## src/rtl/imm_pkg.sv

```systemverilog
// -----------------------------------------------------------------------------
// imm_pkg
// Shared definitions for the immediate encoder:
//   - imm_type_e  : immediate encoding selector (I, shift, S, U)
//   - IMM_TYPE_W  : width of the type field
//   - *_LSB / *_W : RISC-V instruction bit positions of each immediate field
// -----------------------------------------------------------------------------
package imm_pkg;

    localparam int IMM_TYPE_W = 2;

    typedef enum logic [IMM_TYPE_W-1:0] {
        IMM_I     = 2'd0,
        IMM_SHIFT = 2'd1,
        IMM_S     = 2'd2,
        IMM_U     = 2'd3
    } imm_type_e;

    // I-type: inst[31:20] = imm[11:0]
    localparam int I_LSB    = 20;
    localparam int I_W      = 12;
    // shift: inst[25:20] = imm[5:0]
    localparam int SH_LSB   = 20;
    localparam int SH_W     = 6;
    // S-type: inst[31:25] = imm[11:5], inst[11:7] = imm[4:0]
    localparam int S_HI_LSB = 25;
    localparam int S_HI_W   = 7;
    localparam int S_LO_LSB = 7;
    localparam int S_LO_W   = 5;
    // U-type: inst[31:12] = top 20 bits of the immediate
    localparam int U_LSB    = 12;
    localparam int U_W      = 20;

endpackage

```

## src/rtl/imm_pack.sv

```systemverilog
// -----------------------------------------------------------------------------
// imm_pack
// Combinational immediate packer with optional range check.
//   imm        in  DATA_WIDTH : immediate, two's complement
//   imm_type   in  TYPE_W     : encoding selector (imm_type_e values)
//   base       in  INST_WIDTH : instruction word supplying non-field bits
//   inst       out INST_WIDTH : base with the immediate field overwritten
//   range_err  out 1          : immediate does not fit its field
//                               (port exists only with IMM_RANGE_CHECK_EN)
// Out-of-range immediates are still packed; excess bits are truncated.
// Build option: `define IMM_RANGE_CHECK_EN builds the range check.
// -----------------------------------------------------------------------------
module imm_pack
    import imm_pkg::*;
#(
    parameter int DATA_WIDTH = 64,
    parameter int INST_WIDTH = 32,
    parameter int TYPE_W     = 2
) (
    input  logic [DATA_WIDTH-1:0] imm,
    input  logic [TYPE_W-1:0]     imm_type,
    input  logic [INST_WIDTH-1:0] base,
`ifdef IMM_RANGE_CHECK_EN
    output logic                  range_err,
`endif
    output logic [INST_WIDTH-1:0] inst
);

    localparam logic [TYPE_W-1:0] T_I  = TYPE_W'(IMM_I);
    localparam logic [TYPE_W-1:0] T_SH = TYPE_W'(IMM_SHIFT);
    localparam logic [TYPE_W-1:0] T_S  = TYPE_W'(IMM_S);
    localparam logic [TYPE_W-1:0] T_U  = TYPE_W'(IMM_U);

    always_comb begin
        inst = base;
        case (imm_type)
            T_I:  inst[I_LSB +: I_W] = imm[I_W-1:0];
            T_SH: inst[SH_LSB +: SH_W] = imm[SH_W-1:0];
            T_S: begin
                inst[S_HI_LSB +: S_HI_W] = imm[S_LO_W +: S_HI_W];
                inst[S_LO_LSB +: S_LO_W] = imm[S_LO_W-1:0];
            end
            // U takes the most significant bits of the immediate
            T_U:  inst[U_LSB +: U_W] = imm[DATA_WIDTH-1 -: U_W];
            default: inst = base;
        endcase
    end

`ifdef IMM_RANGE_CHECK_EN
    // Signed 12-bit fields fit when every bit from bit 11 upward matches.
    logic sext12_ok;
    assign sext12_ok = (&imm[DATA_WIDTH-1:I_W-1]) || (~|imm[DATA_WIDTH-1:I_W-1]);

    always_comb begin
        range_err = 1'b0;
        case (imm_type)
            T_I:     range_err = !sext12_ok;
            T_S:     range_err = !sext12_ok;
            T_SH:    range_err = |imm[DATA_WIDTH-1:SH_W];
            T_U:     range_err = |imm[DATA_WIDTH-U_W-1:0];
            default: range_err = 1'b0;
        endcase
    end
`else
    // Middle immediate bits only matter to the range check.
    logic unused_imm_bits;
    assign unused_imm_bits = ^imm;
`endif

endmodule

```

## src/rtl/imm_encode.sv

```systemverilog
// -----------------------------------------------------------------------------
// imm_encode
// Two-stage pipelined RISC-V immediate encoder with valid/ready handshake.
//   clk, rst_n             : clock, asynchronous active-low reset
//   in_valid/in_ready      : input handshake
//   in_imm, in_imm_type,
//   in_base                : immediate, type, base instruction word
//   out_valid/out_ready    : output handshake
//   out_inst               : encoded instruction
//   out_range_err          : immediate did not fit its field
//   enc_count / err_count  : saturating counts of output handshakes
//                            (total / with out_range_err)
// Build option: `define IMM_RANGE_CHECK_EN enables the range check; without
// it out_range_err and err_count are tied to 0.
// -----------------------------------------------------------------------------
module imm_encode
    import imm_pkg::*;
#(
    parameter int DATA_WIDTH   = 64,
    parameter int INST_WIDTH   = 32,
    parameter int IMM_TYPE_NUM = 4,
    parameter int CNT_WIDTH    = 16
) (
    input  logic                            clk,
    input  logic                            rst_n,
    input  logic                            in_valid,
    output logic                            in_ready,
    input  logic [DATA_WIDTH-1:0]           in_imm,
    input  logic [$clog2(IMM_TYPE_NUM)-1:0] in_imm_type,
    input  logic [INST_WIDTH-1:0]           in_base,
    output logic                            out_valid,
    input  logic                            out_ready,
    output logic [INST_WIDTH-1:0]           out_inst,
    output logic                            out_range_err,
    output logic [CNT_WIDTH-1:0]            enc_count,
    output logic [CNT_WIDTH-1:0]            err_count
);

    localparam int TYPE_W = $clog2(IMM_TYPE_NUM);

    logic [INST_WIDTH-1:0] pack_inst;

    logic                  s1_valid_q, s1_valid_d;
    logic [INST_WIDTH-1:0] s1_inst_q, s1_inst_d;
    logic                  out_valid_q, out_valid_d;
    logic [INST_WIDTH-1:0] out_inst_q, out_inst_d;
    logic [CNT_WIDTH-1:0]  enc_count_q, enc_count_d;

    logic s2_advance;
    logic s1_to_s2;
    logic accept;
    logic out_hs;

    // S2 can take a new word when empty or being drained this cycle; S1 can
    // then also refill in the same cycle, giving full throughput.
    assign s2_advance = !out_valid_q || out_ready;
    assign s1_to_s2   = s1_valid_q && s2_advance;
    assign in_ready   = !s1_valid_q || s2_advance;
    assign accept     = in_valid && in_ready;
    assign out_hs     = out_valid_q && out_ready;

`ifdef IMM_RANGE_CHECK_EN
    logic pack_err;
    logic s1_err_q, s1_err_d;
    logic out_err_q, out_err_d;
    logic [CNT_WIDTH-1:0] err_count_q, err_count_d;
`endif

    imm_pack #(
        .DATA_WIDTH (DATA_WIDTH),
        .INST_WIDTH (INST_WIDTH),
        .TYPE_W     (TYPE_W)
    ) u_pack (
        .imm       (in_imm),
        .imm_type  (in_imm_type),
        .base      (in_base),
`ifdef IMM_RANGE_CHECK_EN
        .range_err (pack_err),
`endif
        .inst      (pack_inst)
    );

    always_comb begin
        s1_valid_d  = s1_valid_q;
        s1_inst_d   = s1_inst_q;
        out_valid_d = out_valid_q;
        out_inst_d  = out_inst_q;
        enc_count_d = enc_count_q;

        if (accept) begin
            s1_valid_d = 1'b1;
            s1_inst_d  = pack_inst;
        end else if (s1_to_s2) begin
            s1_valid_d = 1'b0;
        end

        // Output data only changes when a real word moves in, so it stays
        // stable while stalled.
        if (s2_advance) begin
            out_valid_d = s1_valid_q;
            if (s1_valid_q) begin
                out_inst_d = s1_inst_q;
            end
        end

        if (out_hs && (enc_count_q != {CNT_WIDTH{1'b1}})) begin
            enc_count_d = enc_count_q + 1'b1;
        end
    end

    always_ff @(posedge clk or negedge rst_n) begin
        if (!rst_n) begin
            s1_valid_q  <= 1'b0;
            s1_inst_q   <= '0;
            out_valid_q <= 1'b0;
            out_inst_q  <= '0;
            enc_count_q <= '0;
        end else begin
            s1_valid_q  <= s1_valid_d;
            s1_inst_q   <= s1_inst_d;
            out_valid_q <= out_valid_d;
            out_inst_q  <= out_inst_d;
            enc_count_q <= enc_count_d;
        end
    end

`ifdef IMM_RANGE_CHECK_EN
    always_comb begin
        s1_err_d    = s1_err_q;
        out_err_d   = out_err_q;
        err_count_d = err_count_q;
        if (accept) begin
            s1_err_d = pack_err;
        end
        if (s2_advance && s1_valid_q) begin
            out_err_d = s1_err_q;
        end else if (s2_advance) begin
            out_err_d = 1'b0;
        end
        if (out_hs && out_err_q && (err_count_q != {CNT_WIDTH{1'b1}})) begin
            err_count_d = err_count_q + 1'b1;
        end
    end

    always_ff @(posedge clk or negedge rst_n) begin
        if (!rst_n) begin
            s1_err_q    <= 1'b0;
            out_err_q   <= 1'b0;
            err_count_q <= '0;
        end else begin
            s1_err_q    <= s1_err_d;
            out_err_q   <= out_err_d;
            err_count_q <= err_count_d;
        end
    end

    assign out_range_err = out_err_q;
    assign err_count     = err_count_q;
`else
    assign out_range_err = 1'b0;
    assign err_count     = '0;
`endif

    assign out_valid = out_valid_q;
    assign out_inst  = out_inst_q;
    assign enc_count = enc_count_q;

endmodule

```

## config.mk

```make
export PLATFORM = sky130hd
export DESIGN_NAME = imm_encode
export DESIGN_NICKNAME = d
export VERILOG_FILES = /design/src/rtl/imm_pkg.sv /design/src/rtl/imm_pack.sv /design/src/rtl/imm_encode.sv
export SDC_FILE = /design/constraint.sdc
export NUM_CORES = 1
export LEC_CHECK = 0
export ABC_AREA = 0
export CAP_MARGIN = 20
export CORE_ASPECT_RATIO = 1.25
export CORE_MARGIN = 1.5
export CORE_UTILIZATION = 37
export DETAILED_ROUTE_END_ITERATION = 8
export PLACE_DENSITY_LB_ADDON = 0.12
export SLEW_MARGIN = 10
export SYNTH_ARGS = -nofsm -noshare
export SYNTH_HDL_FRONTEND = slang
export SYNTH_SLANG_ARGS = --single-unit
```

## constraint.sdc

```tcl
create_clock -name clk -period 1.48 [get_ports clk]
set_input_delay 0.148 -clock clk [delete_from_list [all_inputs] [get_ports clk]]
set_output_delay 0.148 -clock clk [all_outputs]
set_load 0.005 [all_outputs]
```

[After elaboration in Yosys (flattened, before gate mapping)]
Cells that the tools add are included.
Storage, ports and cells
  bits of input ports: 102
  memory bits (writable): 0
  output and inout bits: 67
  bits in latches: 0
  logic and storage cells: 31
  memories: 0
  register bits: 82
  memory bits (read-only): 0
Cells by class
  magnitude comparators: 0
  bitwise logic cells: 0
  reductions and logical operators: 14
  shift-type cells: 0
  add/subtract/negate cells: 1
  muxes and demuxes: 7
  equality and inequality tests: 4
  multiply operators: 0
  div/mod/pow operators: 0
Operator list (number)
  16-bit by 1-bit adder with 16-bit output (second input constant): 1
  16-bit inequality test (second input constant): 1
  6-bit one-hot mux with 2 select lines: 1
  5-bit one-hot mux with 2 select lines: 1
  8-bit two-way mux: 1
  5-bit two-way mux: 1
  2-bit == test (second input constant): 2
  1-bit logical AND: 4
  2-bit OR reduction: 2
  3-bit OR reduction: 1
  2-bit by 1-bit == test with 1-bit output (second input constant): 1
  1-bit logical NOT: 2
  2-bit logical NOT: 1
  1-bit logical OR: 2
  1-bit two-way mux: 2
  1-bit one-hot mux with 2 select lines: 1
  2-bit AND reduction: 1
  2-bit nonzero test: 1

[Longest topological paths before layout]
  depth in word-level cells: 5
  gate-level depth with buffers: 6
  gate-level depth less buffers: 5

[Hierarchy]
From an unflattened synthesis, not the netlist that was laid out.
Second synthesis, totals
  cells, all modules: 292
  area, all modules: 3873.7 sq um
By module, submodules not included
  imm_encode: seq. area each 2052.0 sq um, area each 3380.7 sq um, cells each 232, times used 1
  imm_pack: seq. area each 0.0 sq um, area each 493.0 sq um, cells each 60, times used 1

[Least setup slack after synthesis]
Ideal clock, no wire load.
  path kind: register -> register
  start: reg enc_count_q[0], in the netlist enc_count[0]
  end: reg enc_count_q[1], in the netlist enc_count[1]
  cell stages (with the launch flop): 6
  data required time: 1.355 ns
  arrival: 1.420 ns
  path slack: -0.065 ns
  cell sequence: dfrtp_1 > ha_1 > nand4_1 > nor4_4 > nor2_2 > mux2_4
On the way
  cells in the longest elaborated chain, start to end: 2
RTL lines
  from (decl): RTL line imm_encode.sv:47  | logic [CNT_WIDTH-1:0] enc_count_q, enc_count_d;
  from (signal assigned): RTL line imm_encode.sv:123  | enc_count_q <= enc_count_d;
  branches (longest 2 deep; another with 16-bit by 1-bit adder with 16-bit output)
Several ways; the timed one is not identified.
A chain may end at the register's enable or synchronous reset.

[Final worst setup path]
  start: reg enc_count_q[8], in the netlist enc_count[8]
  end: reg enc_count_q[4], in the netlist enc_count[4]
On the way
  cells in the longest elaborated chain, start to end: 2
RTL lines
  16-bit inequality test: RTL line imm_encode.sv:106  | if (out_hs && (enc_count_q != {CNT_WIDTH{1'b1}})) begin
  1-bit logical AND: RTL line imm_encode.sv:106
Every way passes these cells.

==> results by group <==
Timing
  • Fin crit share: 109%
  • Unrepaired setup endpoints after global routing: true
  • Slew Viols, Final: 0
  • Final setup fails: 9
  • Setup TNS: -0.810 ns
  • Worst Skew: 0.00775 ns
  • Minimum clock period: between 1.5 and 2 ns
  • Achievable Freq: roughly 620 MHz
  • Final setup margin: -0.132 ns
  • Final hold vios: 0

Yosys
  • Dominant synthesized flop cell: dfrtp_1
  • Cells after Synth: slightly above 300
  • Library cells used by synthesis: 32
  • Yosys warning count: 0
  • Syn_area_per_cell: about 12 sq um
  • EDFF count, synth: 0
  • Async set-reset flop share out of synthesis: between 90% and 100%
  • #FFs+latches synth: 82
  • Synthesized cell area: around 3700 sq um
  • Sequential fraction of the synthesis area: 55.6%

Setup path
  • WP data arrival: 1.81 ns
  • CP Cell Sequence: nand3_1 > nor4_4 > buf_4 > nor4b_1 > xor2_1
  • Crit path capture type: flip-flop
  • Critical path class: flip-flop to flip-flop
  • R2r setup slk: -0.13 ns
  • Worst path max stage delay: approximately 0.47 ns
  • Reg2Reg Depth: 5
  • CP max-delay cell: nor4_4
  • Worst-path fanout max: 5
  • Worst reg2reg startpoint: enc_count[8]
  • Reg2reg end: enc_count[4]
  • Worst Setup Start Kind: flip-flop
  • CP required: roughly 1.7 ns
  • Critical Path Source: enc_count[8]

Pwr
  • Combinational power share: between 20 and 30%
  • Pwr dens: 1250 nW/um^2
  • Net Sw Frac: roughly a quarter
  • Max IR drop VDD: 0.750 mV
  • Power, Total: between 7000 and 8000 uW
  • Internal power: 5410 uW
  • Clock share of power: slightly above 30%
  • Sw power: around 1800 uW
  • Pleak: ~0.0028 uW
  • Sequential share of power: between 40% and 50%

Drt
  • M1 wire length: around 3.3 mm
  • Final WL: ~8.3 mm
  • Pre-antenna DRT Iters: 4
  • Vias/cell: around 4.7
  • Max layer used: met4
  • Final ANT Viol Nets: 0
  • Met3 WL post-DR: roughly 530 um
  • Met2 wire length: about 4.3 mm
  • DRC: 0
  • Total number of vias: 2831
  • DR WL/cell: between 10 and 15 um
  • Initial DRC count: just under 70

Clock tree
  • H-tree levels: 3
  • Max clock buf depth: 2
  • Clock sink count: 82
  • Inserted Clock Buffers: 9
  • Clock Pin Slew Worst Setup and Hold Paths: approximately 0.06 ns
  • Skew-Pair Late Insertion Delay: between 0.3 and 0.4 ns
  • CTS root buf: clkbuf_16
  • CTS tree: done

Die
  • Die area: 10600 sq um
  • Die H: 115 um
  • Initial Utilization: 38.2%
  • Die Span X: between 90 and 100 um
  • # IOs: roughly 170
  • Core ar.: a little under 10000 sq um
  • # rows: 40

Finish
  • Area Growth Syn to Fin: 56.8%
  • Final design utilization: 59.9%
  • Most frequent cells in the layout: clkdlybuf4s50_1, dfrtp_1, nand2_1
  • Antenna cells: 0
  • Nets: 580
  • Most common cell after layout, fill and taps aside: clkdlybuf4s50_1
  • Layout cells sized above 1: 26.1%

Flow run
  • Max cap viols: 0

Outcome
  • Status: finished with violations
  • Failing checks: setup timing

Global routing
  • Initial antenna violation count: 0
  • Number of global-route vias before repair: between 2000 and 3000
  • GRT Overall Usage: 16.5%
  • Global-route wire length before repair: 13.6 mm
  • Pin count of the biggest net entering global routing: 32
  • GR Overflow Total: 0

Placement
  • IO Port Bufs: between 100 and 150
  • Routability Congestion: about 0.8
  • HPWL Detailed: slightly above 6 mm

Hold path
  • HP Class: input port to asynchronous set/reset pin
[worst max-delay path by stage]
stage,end,depth (start not counted)
2_1_floorplan,enc_count[1],5
5_1_grt,enc_count[4],6
3_3_place_gp,s1_inst_q[0],5
6_report,enc_count[4],5
4_1_cts,enc_count[4],6
3_5_place_dp,out_inst[9],5
[layout make-up]
| cell class | count | area (sq um) |
|---|---|---|
| clock buffers | 10 | 239 |
| fillers | 810 | 3870 |
| clock inverters | 6 | 66.3 |
| multi-input cells | 214 | 1580 |
| repair buffers | 170 | 1700 |
| well taps | 126 | 158 |
| flip-flops and latches | 82 | 2050 |
[Yosys cell counts (all sizes together), types with 2 or more instances]
master	number	area share [%]
nor4	4	1.1
xnor2	7	1.7
xor2	8	1.9
nor3	2	0.27
nand2	44	4.5
mux2i	25	6.8
dfrtp	82	56
nand2b	4	0.68
buf	26	4.6
nor2	3	0.37
mux2	40	12
o21ai	36	4.9
clkbuf	5	0.51
nand4	8	1.7
nand3	5	0.68
and3	3	0.54
[power groups by stage]
stage | Sequential (uW) | Clock (uW) | Combinational [uW]
CTS | 2960 | 2280 | 2030
global route | 3030 | 2360 | 2250
floorplan | 3020 | 0 | 671
global placement | 2970 | 0 | 1930
detailed placement | 2990 | 0 | 1960
finish | 2960 | 2220 | 2070
[worst max-delay path, delay by kind of cell (launching register included)]
kind          cells  cell delay [ns]
simple gates      3             0.74
flops             1             0.37
buf+inv           1             0.22
xor+xnor          1             0.15
[layer usage]
layer,track usage [%],vias up
met5,0,-
met4,6.97,0
met3,4.45,11
met2,28.9,91
met1,18.8,1344
li1,-,1385
[cells by family (layout without fill, tap and decap cells)]
logic type | after synthesis | in the layout | share of synthesized area, %
flops | 82 | 82 | 55.6
simple gates | 78 | 78 | 11.0
mux | 65 | 65 | 19.1
compound gates | 38 | 38 | 5.18
buf+inv | 31 | 186 | 5.15
xor+xnor | 15 | 15 | 3.56
fa+ha+maj | 1 | 1 | 0.339
other cells | 1 | 17 | 0.102
[state kept, by name, summed over array words and instances, names as in the netlist]
name and count:
s1_valid_q 1, out_valid 1, enc_count 16, s1_inst_q 32, out_inst 32
[through the flow]
step / hold slack (ns) / setup WS [ns] / cell area (sq um) / instances
2_1_floorplan: -0.148 / -0.0651 / 3750 / 327
3_3_place_gp: 0.104 / -0.127 / 5290 / 583
3_5_place_dp: 0.107 / -0.138 / 5290 / 583
4_1_cts: 0.299 / -0.0627 / 5670 / 605
5_1_grt: 0.321 / -0.177 / 5790 / 608
6_report: 0.285 / -0.132 / 5790 / 608
[repair_timing]
item | CTS | global route
pin swaps | 3 | 9
endpoints found under the setup margin | 19 | 29
hold buffers | 1 | 0
gates resized for setup | 12 | 26
setup buffers | 5 | 3
hold endpoints to repair | 28 | 0
No activity file was read; power rests on OpenSTA's default activity.
